--- src/rtl/pc_fetch_unit.sv ---
// pc_fetch_unit: RV32I fetch PC register and instruction-memory request sequencer
// Optional feature macro PC_MISALIGN_TRAP_EN: misaligned redirect targets enter a sticky TRAP state.
// Without it, redirect targets are word-aligned by clearing bits [1:0] and misalign_o is tied low.
module pc_fetch_unit #(
    parameter logic [31:0] RESET_PC  = 32'h0000_0000,
    parameter logic [31:0] NOP_INSTR = 32'h0000_0013
) (
    input  logic        clk,
    input  logic        rst,
    input  logic        stall_i,
    input  logic        branch_taken_i,
    input  logic [31:0] newpc_i,
    input  logic        imem_ready_i,
    input  logic [31:0] imem_rdata_i,
    output logic        imem_req_o,
    output logic [31:0] pc_o,
    output logic [31:0] instr_o,
    output logic        instr_valid_o,
    output logic        misalign_o
);
    typedef enum logic [1:0] {BOOT, FETCH, HOLD, TRAP} state_t;
    state_t      state_q;
    logic [31:0] pc_q;
    logic [31:0] instr_q;
    logic        req_q;
    logic        valid_q;
`ifdef PC_MISALIGN_TRAP_EN
    logic        misalign_q;
    assign misalign_o = misalign_q;
`else
    assign misalign_o = 1'b0;
`endif
    assign imem_req_o    = req_q;
    assign pc_o          = pc_q;
    assign instr_o       = instr_q;
    assign instr_valid_o = valid_q;
    // Fetch FSM: priority rst > redirect > stall > handshake; every output is a register.
    always_ff @(posedge clk) begin
        if (rst) begin
            state_q    <= BOOT;
            pc_q       <= RESET_PC;
            req_q      <= 1'b0;
            instr_q    <= NOP_INSTR;
            valid_q    <= 1'b0;
`ifdef PC_MISALIGN_TRAP_EN
            misalign_q <= 1'b0;
`endif
        end else begin
            valid_q <= 1'b0;
            case (state_q)
                BOOT: begin
                    state_q <= FETCH;
                    req_q   <= 1'b1;
                end
                FETCH, HOLD: begin
                    if (branch_taken_i) begin
                        instr_q <= NOP_INSTR;
`ifdef PC_MISALIGN_TRAP_EN
                        pc_q    <= newpc_i;
                        if (newpc_i[1:0] != 2'b00) begin
                            state_q    <= TRAP;
                            req_q      <= 1'b0;
                            misalign_q <= 1'b1;
                        end else begin
                            state_q <= FETCH;
                            req_q   <= 1'b1;
                        end
`else
                        pc_q    <= newpc_i & ~32'h3;
                        state_q <= FETCH;
                        req_q   <= 1'b1;
`endif
                    end else if (stall_i) begin
                        state_q <= HOLD;
                        req_q   <= 1'b0;
                    end else if (state_q == HOLD) begin
                        state_q <= FETCH;
                        req_q   <= 1'b1;
                    end else if (imem_ready_i) begin
                        instr_q <= imem_rdata_i;
                        valid_q <= 1'b1;
                        pc_q    <= pc_q + 32'd4;
                    end
                end
                default: req_q <= 1'b0;
            endcase
        end
    end
    // The fetch address stays word aligned unless the core is parked in TRAP.
    a_pc_aligned: assert property (@(posedge clk) disable iff (rst)
        (state_q != TRAP) |-> (pc_q[1:0] == 2'b00));
    // A fresh instruction is only presented while the fetch request remains asserted.
    a_valid_in_fetch: assert property (@(posedge clk) disable iff (rst)
        valid_q |-> req_q);
endmodule
--- config.mk ---
export PLATFORM = sky130hd
export DESIGN_NAME = pc_fetch_unit
export DESIGN_NICKNAME = d
export VERILOG_FILES = /design/src/rtl/pc_fetch_unit.sv
export SDC_FILE = /design/constraint.sdc
export NUM_CORES = 1
export LEC_CHECK = 0
export BUFFER_PORTS_ARGS = -buffer_cell sky130_fd_sc_hd__buf_2
export CORE_MARGIN = 5
export CORE_UTILIZATION = 49
export DETAILED_ROUTE_END_ITERATION = 10
export MAX_ROUTING_LAYER = met4
export PLACE_DENSITY = 0.76
export SLEW_MARGIN = 20
export SYNTH_ARGS = -nofsm -noshare
export SYNTH_HDL_FRONTEND = slang
export SYNTH_SLANG_ARGS = --single-unit
--- constraint.sdc ---
create_clock -name clk -period 2.4 [get_ports clk]
set_input_delay 0.12 -clock clk [delete_from_list [all_inputs] [get_ports clk]]
set_output_delay 0.12 -clock clk [all_outputs]
set_load 0.03 [all_outputs]
After elaboration in Yosys (flattened, before gate mapping):

Cells that the tools add are included.

* bitwise gates (word level): 1
* reduce and logical (&&, ||, !) cells: 7
* multiplexer cells: 17
* add/subtract/negate cells: 1
* equal/unequal tests: 5

Operator list (count)
* $mux 32: 8
* $add 32x3->32 const B: 1
* $mux 2: 3
* $reduce_or 5->1: 1
* $mux 1: 4
* $ne 4x4->1 const B: 1
* $pmux 2 s2: 1
* $reduce_and 4->1: 1
* $reduce_bool 2->1: 2
* $eq 2x1->1 const B: 1
* $eq 2x2->1 const B: 1
* $logic_not 2->1: 1
* $ne 2x1->1 const B: 1
* $ne 2x2->1 const B: 1
* $pmux 1 s2: 1
* $reduce_and 2->1: 1
* $reduce_or 2->1: 1
* $not 1->1: 1

* word-level logic and storage cells: 36
* output and inout port bits: 67
* flip-flop bits (word level): 68
* input bits: 69

Logic depth before layout (Yosys ltp):

Gate-level depths: netlist of run 1.

* depth in word-level cells: 5
* gate-level depth with buffers: 9
* mapped depth without buffers: 6

Worst setup path after synthesis of run 1:

No wires, ideal clock.

* path type: reg-to-reg
* from: register pc_q[2], in the netlist pc_o[2]
* to: register pc_q[18], in the netlist pc_o[18]
* data required time: 2.326 ns
* path buffers: 1
* cell stages (with the launch flop): 7
* arrival time: 2.335 ns
* slack: -0.010 ns
* clock period less this slack: 2.410 ns
* setup time: 0.074 ns
* cell sequence: dfxtp_1 ha_1 nand4_2 or4_4 buf_6 or4_1 a31oi_1

* cells in the longest elaborated chain, start to end: 5

Ends and longest elaborated chain
* start: declaration: line 23 `logic [31:0] pc_q;`
* start signal: assignment: line 69 `pc_q <= newpc_i & ~32'h3;`
* start signal: assignment: line 82 `pc_q <= pc_q + 32'd4;`
* $add 32x3->32: line 82
* $mux 32: line 79 `end else if (imem_ready_i) begin`
* $mux 32: line 76 `end else if (state_q == HOLD) begin`
* $mux 32: line 73 `end else if (stall_i) begin`
* $mux 32: line 56 `if (branch_taken_i) begin`

Every way passes these cells. The select of a mux whose other input is x is not followed.
A chain may end at the register's enable or synchronous reset.

Worst setup path in the final report of run 1:

* from: register pc_q[3], in the netlist pc_o[3]
* to: register pc_q[30], in the netlist pc_o[30]

The elaborated chain is that of the path after synthesis.

==> reports/qor.yml, run 1 <==
run_status: "completed"
dieArea_mm2: 0.009100
synthFlopType: "sky130_fd_sc_hd__dfxtp_1"
postSynth.asyncResetShare_pct: 0
placed_area_mm2: 0.004348
detail_route.first_pass.iterations: 5
cp.required_ns: 2.62
achievable-frequency_mhz: 453.5
synth.ff_latch_count: 66
grt_max_degree: 40
cp.arrival_ns: 2.43
rsz0062_at_grt: "false"
synth_top_family_by_area: "simple AND/OR/NAND/NOR gates"
tritoncts: "done"
switching_share_pct: 31.27
total_leakage_power_nw: 1.937
num_antenna_cells: 0
floorplan.die.width_um: 95.40
die_h_um: 95.40
grt_pass1_wl_um: 17780
worst_skew_pair.late_latency_ns: 0.33
pwr-share-comb_pct: 20.7
final_area_mm2: 0.004591
synth_area_leaders: "sky130_fd_sc_hd__dfxtp_1 37%, sky130_fd_sc_hd__a21oi_1 7.8%, sky130_fd_sc_hd__nand3_1 7.3%"
post_layout_nonfiller_instances: 682
synth_top_area_share_pct: 36.97
clkTransAtPathRegs_ns: 0.08
synth_common_cells: "66 x sky130_fd_sc_hd__dfxtp_1, 56 x sky130_fd_sc_hd__a21oi_1, 52 x sky130_fd_sc_hd__nand3_1"
clockRootBuffer: "sky130_fd_sc_hd__clkbuf_8"
final-setup-viol-count: 0
timing_max_transition_violations_final: 0
final_critical_path_time_including_i_o_delays_and_setup_ns: 2.205
drt-initial-drc-count: 250
synth-xor-area-share_pct: 0
post_synthesis_simple_gate_area_fraction_pct: 29.73
crit_type: "flop to flop"
seq_power_share_pct: 41.0
port_buffers: 130
wl_um: 11400
core-area_mm2: 0.007176
number_of_antenna_violations_at_the_first_check_in_global_routing: 0
net_count_final: 652
clkSinkCount: 66
synth_enable_flop_cells: 0
fin_tns_setup_ns: 0
hold_path.class: "input port to flop"
final_hold_viol_count: 0
drcViolationCount: 0
synth_seq_area_share_pct: 36.97
grtUsageTotal_pct: 25.21
worst_ir_drop_vdd_uv: 383.9
drv_cap: 0
cts-buffers-inserted: 9
power.share.clock_pct: 38.3
place.detailed.instances: 666
power_density_mw_per_mm2: 656.8
design.portCount: 136
skew_ns: 0.01049
post-route-period-util_pct: 91.89
end_kind: "flop"
syn_avg_cell_area_um2: 7.819
hpwlAfterDp_um: 8219
synth_cell_type_count: 66
placement_rows: 31
number_of_nets_with_antenna_violations_after_detailed_routing: 0
internal_power_mw: 2.072
yosysMostFrequentCell: "sky130_fd_sc_hd__dfxtp_1"
power_switching_mw: 0.9427
synth.yosys.warnings: 0
vias: 4031
initial_utilization_pct: 49.80
via_per_inst: 5.911
grt_pass1_vias: 3670
synthAdderAreaFrac_pct: 1.751
startpoint_type: "flop"
yosys-mux-area-fraction_pct: 0.8403
htreeDepth: 3
syn-cell-area_mm2: 0.003573
cts_setup_buffers: 0
grt.overflow.total: 0
place_congestion: 0.8949
post_synthesis_compound_gate_area_fraction_pct: 24.16
syn_inst: 457
synthDominantAreaCellType: "sky130_fd_sc_hd__dfxtp_1"
timing.critical_path.fanout_max: 12
drt-wirelength-per-cell_um: 16.72
syn_to_final_growth_pct: 28.47
final_layout_size_suffix_gt1_share_pct: 31.56
max-clock-path-buffers: 2
-- per-stage QoR --
step	setup WS (ns)	util, %	total power, mW	hold WS (ns)
global placement	0.1650	60.59	1.862	0.3656
detailed placement	0.1038	60.59	1.877	0.3741
floorplan	0.002494	-	1.650	0.2745
CTS	0.09213	63.96	3.019	0.02910
finish	0.1947	63.98	3.015	0.03709
global route	0.03686	63.98	3.133	0.02689
-- cells in the final DEF (no fill, tap or decap), types with 3 or more instances in the layout --
cell                        instances
sky130_fd_sc_hd__buf_2            130
sky130_fd_sc_hd__dfxtp_1           65
sky130_fd_sc_hd__a21oi_1           56
sky130_fd_sc_hd__nand3_1           52
sky130_fd_sc_hd__nand2_1           47
sky130_fd_sc_hd__buf_4             21
sky130_fd_sc_hd__nor2_1            18
sky130_fd_sc_hd__nor3_1            14
sky130_fd_sc_hd__nand4_1           12
sky130_fd_sc_hd__o21ai_0           11
sky130_fd_sc_hd__and3_1             9
sky130_fd_sc_hd__a211oi_1           9
sky130_fd_sc_hd__clkbuf_8           9
sky130_fd_sc_hd__inv_1              7
sky130_fd_sc_hd__or4_1              7
sky130_fd_sc_hd__a31oi_1            7
sky130_fd_sc_hd__nand2b_1           6
sky130_fd_sc_hd__nor4_1             5
sky130_fd_sc_hd__ha_1               5
sky130_fd_sc_hd__a32oi_1            4
sky130_fd_sc_hd__nor2b_1            4
sky130_fd_sc_hd__o21bai_1           4
sky130_fd_sc_hd__and4_1             3
sky130_fd_sc_hd__o221ai_1           3
sky130_fd_sc_hd__and2_1             3
sky130_fd_sc_hd__mux2i_1            3
sky130_fd_sc_hd__o41ai_1            3
sky130_fd_sc_hd__o211ai_1           3
sky130_fd_sc_hd__a41o_1             3
sky130_fd_sc_hd__conb_1             3
sky130_fd_sc_hd__bufinv_16          3
-- logic make-up (layout without fill, tap and decap cells) --
kind of cell	Yosys count	in the layout
other	1	3
DFF	66	66
buffers and inverters	52	176
muxes	3	3
and+or+nand+nor	199	199
adders and majority gates	5	5
AOI/OAI and AO/OA	131	131
-- what timing repair did --
action	4_1_cts	5_1_grt
hold buffers	0	0
endpoints found under the setup margin	0	2
hold endpoints to repair	0	0
gates resized for setup	0	1
-- state kept, by name (all words and copies together) (netlist names) --
register,count
instr_valid_o,1
imem_req_o,1
instr_o,32
state_q,2
pc_o,30
-- path summary, 6_finish.rpt --
path	start	endpoint	slack, ns	cells past startpoint
worst max-delay path	pc_o[3]	pc_o[30]	0.19	5
worst min-delay path	imem_rdata_i[1]	instr_o[1]	0.04	3
worst min register to register	instr_o[27]	instr_o[27]	0.45	2
worst max register to register	pc_o[3]	pc_o[30]	0.19	5
-- metal layers --
layer / global-route usage (%) / vias to the layer above / part of all wire [%]
met4: 8.412 / 0 / 1.7
met5: - / - / 0
met1: 32.83 / 1889 / 43
li1: - / 1950 / -
met2: 40.29 / 175 / 49
met3: 3.631 / 17 / 7.1
-- power by group through the flow --
stage	Combinational, mW	Sequential [mW]	Clock [mW]
2_1_floorplan	0.278	1.37	0
3_3_place_gp	0.609	1.25	0
3_5_place_dp	0.619	1.26	0
4_1_cts	0.622	1.23	1.16
5_1_grt	0.673	1.24	1.22
6_report	0.623	1.24	1.16
-- critical path: stages, from the launching register on --
cell and delay [ns]:
sky130_fd_sc_hd__dfxtp_1 0.43, sky130_fd_sc_hd__ha_1 0.22, sky130_fd_sc_hd__nand4_2 0.18, sky130_fd_sc_hd__or4_4 0.55
sky130_fd_sc_hd__o311a_2 0.40, sky130_fd_sc_hd__a311o_1 0.31
-- area by class of cell --
cell class | count | area [um2]
clock buffer | 10 | 127.6
clock inverter | 6 | 113.9
fill | 665 | 2585
inverter | 8 | 30.03
multi-input combinational | 341 | 2044
sequential | 66 | 1323
tap | 99 | 123.9
timing repair buffer | 152 | 828.3
No activity file was read; power rests on OpenSTA's default activity.
==> inputs of run 2 (changes only) <==
- CORE_UTILIZATION: 49 -> 45
- PLACE_DENSITY: 0.76 -> 0.73
- clock period: 2.4 -> 1.9 ns (I/O delays scaled with it)
==> run 2 against run 1 <==
Effect of this change:
- the flow now finishes with violations (negative setup slack)
- hold slack lost 0.030 ns
- critical path depth is the same
- final cell count is 6.7% higher
- sequential share of layout area decreased by 2.2 points
- cell area is 12% higher
- combinational power up 47%
- first-iteration DRC count grew 28%
- setup slack worse by 0.21 ns
- clock power up 12%
==> reports/qor.yml, run 2 (same netlist as run 1, synthesis figures left out) <==
run_status: "finished, violations left"
violations: "negative setup slack"
power_density_mw_per_mm2: 734.2
startpoint_type: "flop"
cp.required_ns: 2.15
via_per_inst: 5.839
tritoncts: "done"
final_hold_viol_count: 0
grt.overflow.total: 0
detail_route.first_pass.iterations: 5
slowest_delay_ns: 0.51
grt_max_degree: 37
drt-initial-drc-count: 321
post-route-period-util_pct: 100.8
bufs_and_invs_on_worst_path: 0
internal_power_mw: 2.542
final_layout_size_suffix_gt1_share_pct: 41.05
syn_to_final_growth_pct: 43.77
layout.cells.most_common_list: "130 x sky130_fd_sc_hd__buf_2, 56 x sky130_fd_sc_hd__a21oi_1, 53 x sky130_fd_sc_hd__buf_4"
path_cells: "ha_4 > nand4_4 > or4_4 > o311a_4 > a311o_1"
switching_share_pct: 32.61
worst_skew_pair.late_latency_ns: 0.35
final_area_mm2: 0.005137
setup_slack_ns: -0.01444
crit_type: "flop to flop"
pwr-share-comb_pct: 24.3
clockRootBuffer: "sky130_fd_sc_hd__clkbuf_8"
fin_tns_setup_ns: -0.01444
initial_utilization_pct: 46.24
placement_rows: 32
hpwlAfterDp_um: 8901
num_antenna_cells: 0
core-area_mm2: 0.007727
drt-wirelength-per-cell_um: 17.14
vias: 4251
end_kind: "flop"
hold_path.class: "input port to flop"
clkSinkCount: 66
whs_ns: 0.006591
skew_ns: 0.007070
rsz0062_at_grt: "true"
design.portCount: 136
floorplan.die.width_um: 99.11
die_h_um: 99.11
clkTransAtPathRegs_ns: 0.08
total_leakage_power_nw: 2.186
cp_top_family: "compound AO/OA/AOI/OAI gates"
seq_power_share_pct: 41.2
number_of_nets_with_antenna_violations_after_detailed_routing: 0
max-clock-path-buffers: 2
wl_um: 12480
preCtsSetupSlack_ns: -0.02900
final_critical_path_time_including_i_o_delays_and_setup_ns: 1.914
cts-buffers-inserted: 9
drv_cap: 0
cp.arrival_ns: 2.16
timing_max_transition_violations_final: 0
power_switching_mw: 1.230
grt_pass1_vias: 4031
worst_ir_drop_vdd_uv: 422.2
dieArea_mm2: 0.009823
largest_reg_flops: 32
htreeDepth: 3
net_count_final: 695
number_of_antenna_violations_at_the_first_check_in_global_routing: 0
power.share.clock_pct: 34.5
most_frequent_standard_cell_in_the_layout_excluding_fill_and_tap_cells: "sky130_fd_sc_hd__buf_2"
post_layout_nonfiller_instances: 728
place_congestion: 0.8973
grtUsageTotal_pct: 24.72
grt_pass1_wl_um: 19530
final-setup-viol-count: 1
place.detailed.instances: 702
timing.critical_path.fanout_max: 6
port_buffers: 130
placed_area_mm2: 0.004712
critPathSlowestCell: "sky130_fd_sc_hd__or4_4"
drcViolationCount: 0
achievable-frequency_mhz: 522.3
-- run 2: changes by cell type in the layout (fill, tap and decap cells not counted), moves of 4 or more --
cell / previous run / this run
sky130_fd_sc_hd__buf_4: 21 / 53
sky130_fd_sc_hd__buf_6: 0 / 4
sky130_fd_sc_hd__dfxtp_1: 65 / 46
sky130_fd_sc_hd__dfxtp_2: 1 / 11
sky130_fd_sc_hd__dfxtp_4: 0 / 9
sky130_fd_sc_hd__dlygate4sd3_1: 0 / 6
sky130_fd_sc_hd__or4_4: 1 / 5
-- run 2: path summary, 6_finish.rpt --
| check | slack [ns] | cells after the start | start | end |
|---|---|---|---|---|
| worst min register to register | 0.45 | 2 | instr_o[23] | instr_o[23] |
| worst max-delay path | -0.01 | 5 | pc_o[2] | pc_o[30] |
| worst min-delay path | 0.007 | 3 | imem_rdata_i[13] | instr_o[13] |
| worst max register to register | -0.01 | 5 | pc_o[2] | pc_o[30] |
-- run 2: layer usage --
| layer | vias to the layer above | GRT usage (%) | wire length, um |
|---|---|---|---|
| met5 | - | - | 0 |
| met4 | 0 | 6.303 | 169 |
| met3 | 21 | 5.330 | 985 |
| met2 | 199 | 40.50 | 6170 |
| met1 | 1985 | 31.07 | 5155 |
| li1 | 2046 | - | - |
-- run 2: metrics by stage --
stage	util (%)	power (mW)
final	66.48	3.772
after global routing	66.48	3.938
after detailed placement	60.98	2.447
after CTS	64.72	3.747
after floorplan	-	2.100
after global placement	60.98	2.426
-- run 2: layout make-up --
| cell class | count | area, um2 |
|---|---|---|
| Clock buffer | 11 | 162.7 |
| Clock inverter | 5 | 58.81 |
| Fill cell | 647 | 2590 |
| Inverter | 8 | 30.03 |
| Multi-Input combinational cell | 342 | 2216 |
| Sequential cell | 66 | 1369 |
| Tap cell | 102 | 127.6 |
| Timing Repair Buffer | 194 | 1174 |
-- run 2: timing repair --
action,in CTS,in global routing
hold buffers,5,1
pin swaps,0,11
setup buffers,0,3
gates resized for setup,4,19
cloned,0,1
setup endpoints to repair,7,49
hold endpoints to repair,5,1
-- run 2: worst reg2reg max path: cells and delay by family, from the launching register on --
kind            cells  cell delay [ns]
flops               1             0.38
fa+ha+maj           1             0.15
simple gates        2             0.60
compound gates      2             0.67
-- run 2: power by group through the flow --
stage / combinational, mW / clock (mW) / sequential (mW)
2_1_floorplan: 0.362 / 0 / 1.74
3_3_place_gp: 0.852 / 0 / 1.57
3_5_place_dp: 0.869 / 0 / 1.58
4_1_cts: 0.881 / 1.32 / 1.55
5_1_grt: 0.982 / 1.39 / 1.57
6_report: 0.916 / 1.30 / 1.55
==> inputs of run 3 (changes only) <==
- ABC_AREA: not set -> 1
- CORE_MARGIN: 5 -> not set
==> run 3 against run 2 <==
Effect of this change:
- the flow now finishes without violations
- flip-flop and latch count is the same
- critical path depth grew 4
- non-clock buffer count shrank 35
- global-route usage grew 0.69 points
- register-to-register slack gained 0.17 ns
- synthesized cell count grew 22%
- setup slack gained 0.17 ns
- sequential power is essentially flat
- largest cell class unchanged
- largest power group unchanged
- highest routed layer unchanged
==> reports/qor.yml, run 3 <==
clkTransAtPathRegs_ns: 0.08
critPathSlowestCell: "sky130_fd_sc_hd__dfxtp_1"
placement_rows: 32
crit_type: "flop to flop"
cts-buffers-inserted: 9
achievable-frequency_mhz: 572.0
synth.ff_latch_count: 66
bufs_and_invs_on_worst_path: 3
floorplan.die.width_um: 91.91
total_leakage_power_nw: 1.987
synth.yosys.warnings: 0
grt_pass1_wl_um: 16870
cp_top_family: "flip-flops"
synth_top_area_share_pct: 36.33
synth_cell_type_count: 31
dieArea_mm2: 0.008447
post_layout_nonfiller_instances: 805
core-area_mm2: 0.007767
synth_enable_flop_cells: 0
net_count_final: 772
syn_avg_cell_area_um2: 6.507
syn-cell-area_mm2: 0.003637
number_of_antenna_violations_at_the_first_check_in_global_routing: 0
rsz0062_at_grt: "false"
port_buffers: 130
detail_route.first_pass.iterations: 5
clkSinkCount: 66
postSynth.asyncResetShare_pct: 0
clockRootBuffer: "sky130_fd_sc_hd__clkbuf_8"
yosysMostFrequentCell: "sky130_fd_sc_hd__nand2_1"
grt.overflow.total: 0
worst_skew_pair.late_latency_ns: 0.35
worst_ir_drop_vdd_uv: 566.9
design.portCount: 136
power_mw: 3.710
wl_um: 10300
cts_setup_buffers: 0
htreeDepth: 3
drcViolationCount: 0
max-clock-path-buffers: 2
largest_reg_flops: 32
cp.arrival_ns: 1.96
final_layout_size_suffix_gt1_share_pct: 27.45
placed_area_mm2: 0.004333
cp.required_ns: 2.11
end_kind: "flop"
preCtsSetupSlack_ns: 0.003799
timing.critical_path.fanout_max: 28
tritoncts: "done"
synth_seq_area_share_pct: 36.33
hold_path.class: "input port to flop"
setup_slack_ns: 0.1518
die_h_um: 91.91
initial_utilization_pct: 46.83
place_congestion: 0.8832
place.detailed.instances: 768
drv_cap: 0
syn_inst: 559
path_cells: "inv_1 > ha_1 > a21boi_4 > nand2_4 > inv_2 > buf_12 > o21ai_0 > nand2_1 > a21oi_1"
final_hold_viol_count: 0
power_density_mw_per_mm2: 777.0
hpwlAfterDp_um: 7014
skew_ns: 0.01083
fin_tns_setup_ns: 0
final_area_mm2: 0.004775
slew_headroom_pct: 61.54
grt_max_degree: 39
number_of_nets_with_antenna_violations_after_detailed_routing: 0
synth_area_leaders: "sky130_fd_sc_hd__dfxtp_1 36%, sky130_fd_sc_hd__nand2_1 18%, sky130_fd_sc_hd__a21oi_1 7.8%"
drt-wirelength-per-cell_um: 12.79
layout.cells.most_common_list: "175 x sky130_fd_sc_hd__nand2_1, 130 x sky130_fd_sc_hd__buf_2, 66 x sky130_fd_sc_hd__dfxtp_1"
grtUsageTotal_pct: 25.41
syn_to_final_growth_pct: 31.27
slowest_delay_ns: 0.38
run_status: "completed"
grt_pass1_vias: 3759
via_per_inst: 5.052
post-route-period-util_pct: 92.01
worst_slew_pin_slew_ns: 0.5769
synthFlopType: "sky130_fd_sc_hd__dfxtp_1"
drt-initial-drc-count: 178
synth_common_cells: "175 x sky130_fd_sc_hd__nand2_1, 66 x sky130_fd_sc_hd__dfxtp_1, 57 x sky130_fd_sc_hd__a21oi_1"
vias: 4067
num_antenna_cells: 0
final-setup-viol-count: 0
nFillCells: 719
final_critical_path_time_including_i_o_delays_and_setup_ns: 1.748
most_frequent_standard_cell_in_the_layout_excluding_fill_and_tap_cells: "sky130_fd_sc_hd__nand2_1"
startpoint_type: "flop"
synthDominantAreaCellType: "sky130_fd_sc_hd__dfxtp_1"
timing_max_transition_violations_final: 0
run 3: worst min-delay path: stages:
cell                      delay [ns]
sky130_fd_sc_hd__buf_2          0.10
sky130_fd_sc_hd__nand4_1        0.08
sky130_fd_sc_hd__nor2_1         0.04
run 3: worst paths after layout:
path                 from       endpoint  slack (ns)  cells past startpoint
max reg2reg    state_q[0]        pc_o[5]        0.15                      9
max            state_q[0]        pc_o[5]        0.15                      9
min          imem_ready_i  instr_valid_o       0.002                      3
min reg2reg    instr_o[4]     instr_o[4]        0.47                      2
run 3: repair_timing:
item                                    in CTS  in global routing
hold buffers                                21                  0
hold endpoints to repair                    21                  0
gates resized for setup                      1                  4
endpoints found under the setup margin       4                 35
run 3: power by group:
group | switching, mW | internal, mW | total [mW]
sequential | 0.0888 | 1.48 | 1.56
combinational | 0.557 | 0.313 | 0.871
clock | 0.617 | 0.658 | 1.28
total | 1.26 | 2.45 | 3.71
run 3: through the flow:
stage	hold WS, ns	utilization (%)
global route	0.01324	61.47
floorplan	0.2269	-
finish	0.002252	61.47
global placement	0.3148	55.78
detailed placement	0.3203	55.78
CTS	0.0008305	61.24
run 3: per-layer routing:
layer	part of all wire (%)	track usage, %
met4	2.2	9.245
met3	6.6	5.473
met5	0	-
met1	44	30.47
met2	47	41.98
run 3: cell type report:
cell class / instances / area (um2) / area share, %
Clock buffer: 10 / 137.6 / 2.883
Multi-Input combinational cell: 427 / 2023 / 42.37
Inverter: 35 / 133.9 / 2.804
Timing Repair Buffer: 159 / 958.4 / 20.07
Clock inverter: 6 / 72.57 / 1.520
Sequential cell: 66 / 1321 / 27.67
Tap cell: 102 / 127.6 / 2.673
run 3: logic make-up after synthesis:
logic type	Yosys count	synth area share, %
DFF	66	36.33
xor gates and xnor gates	1	0.2408
adders and majority gates	5	1.720
AOI/OAI and AO/OA	107	16.82
and+or+nand+nor	311	36.29
buffers and inverters	68	8.497
other	1	0.1031
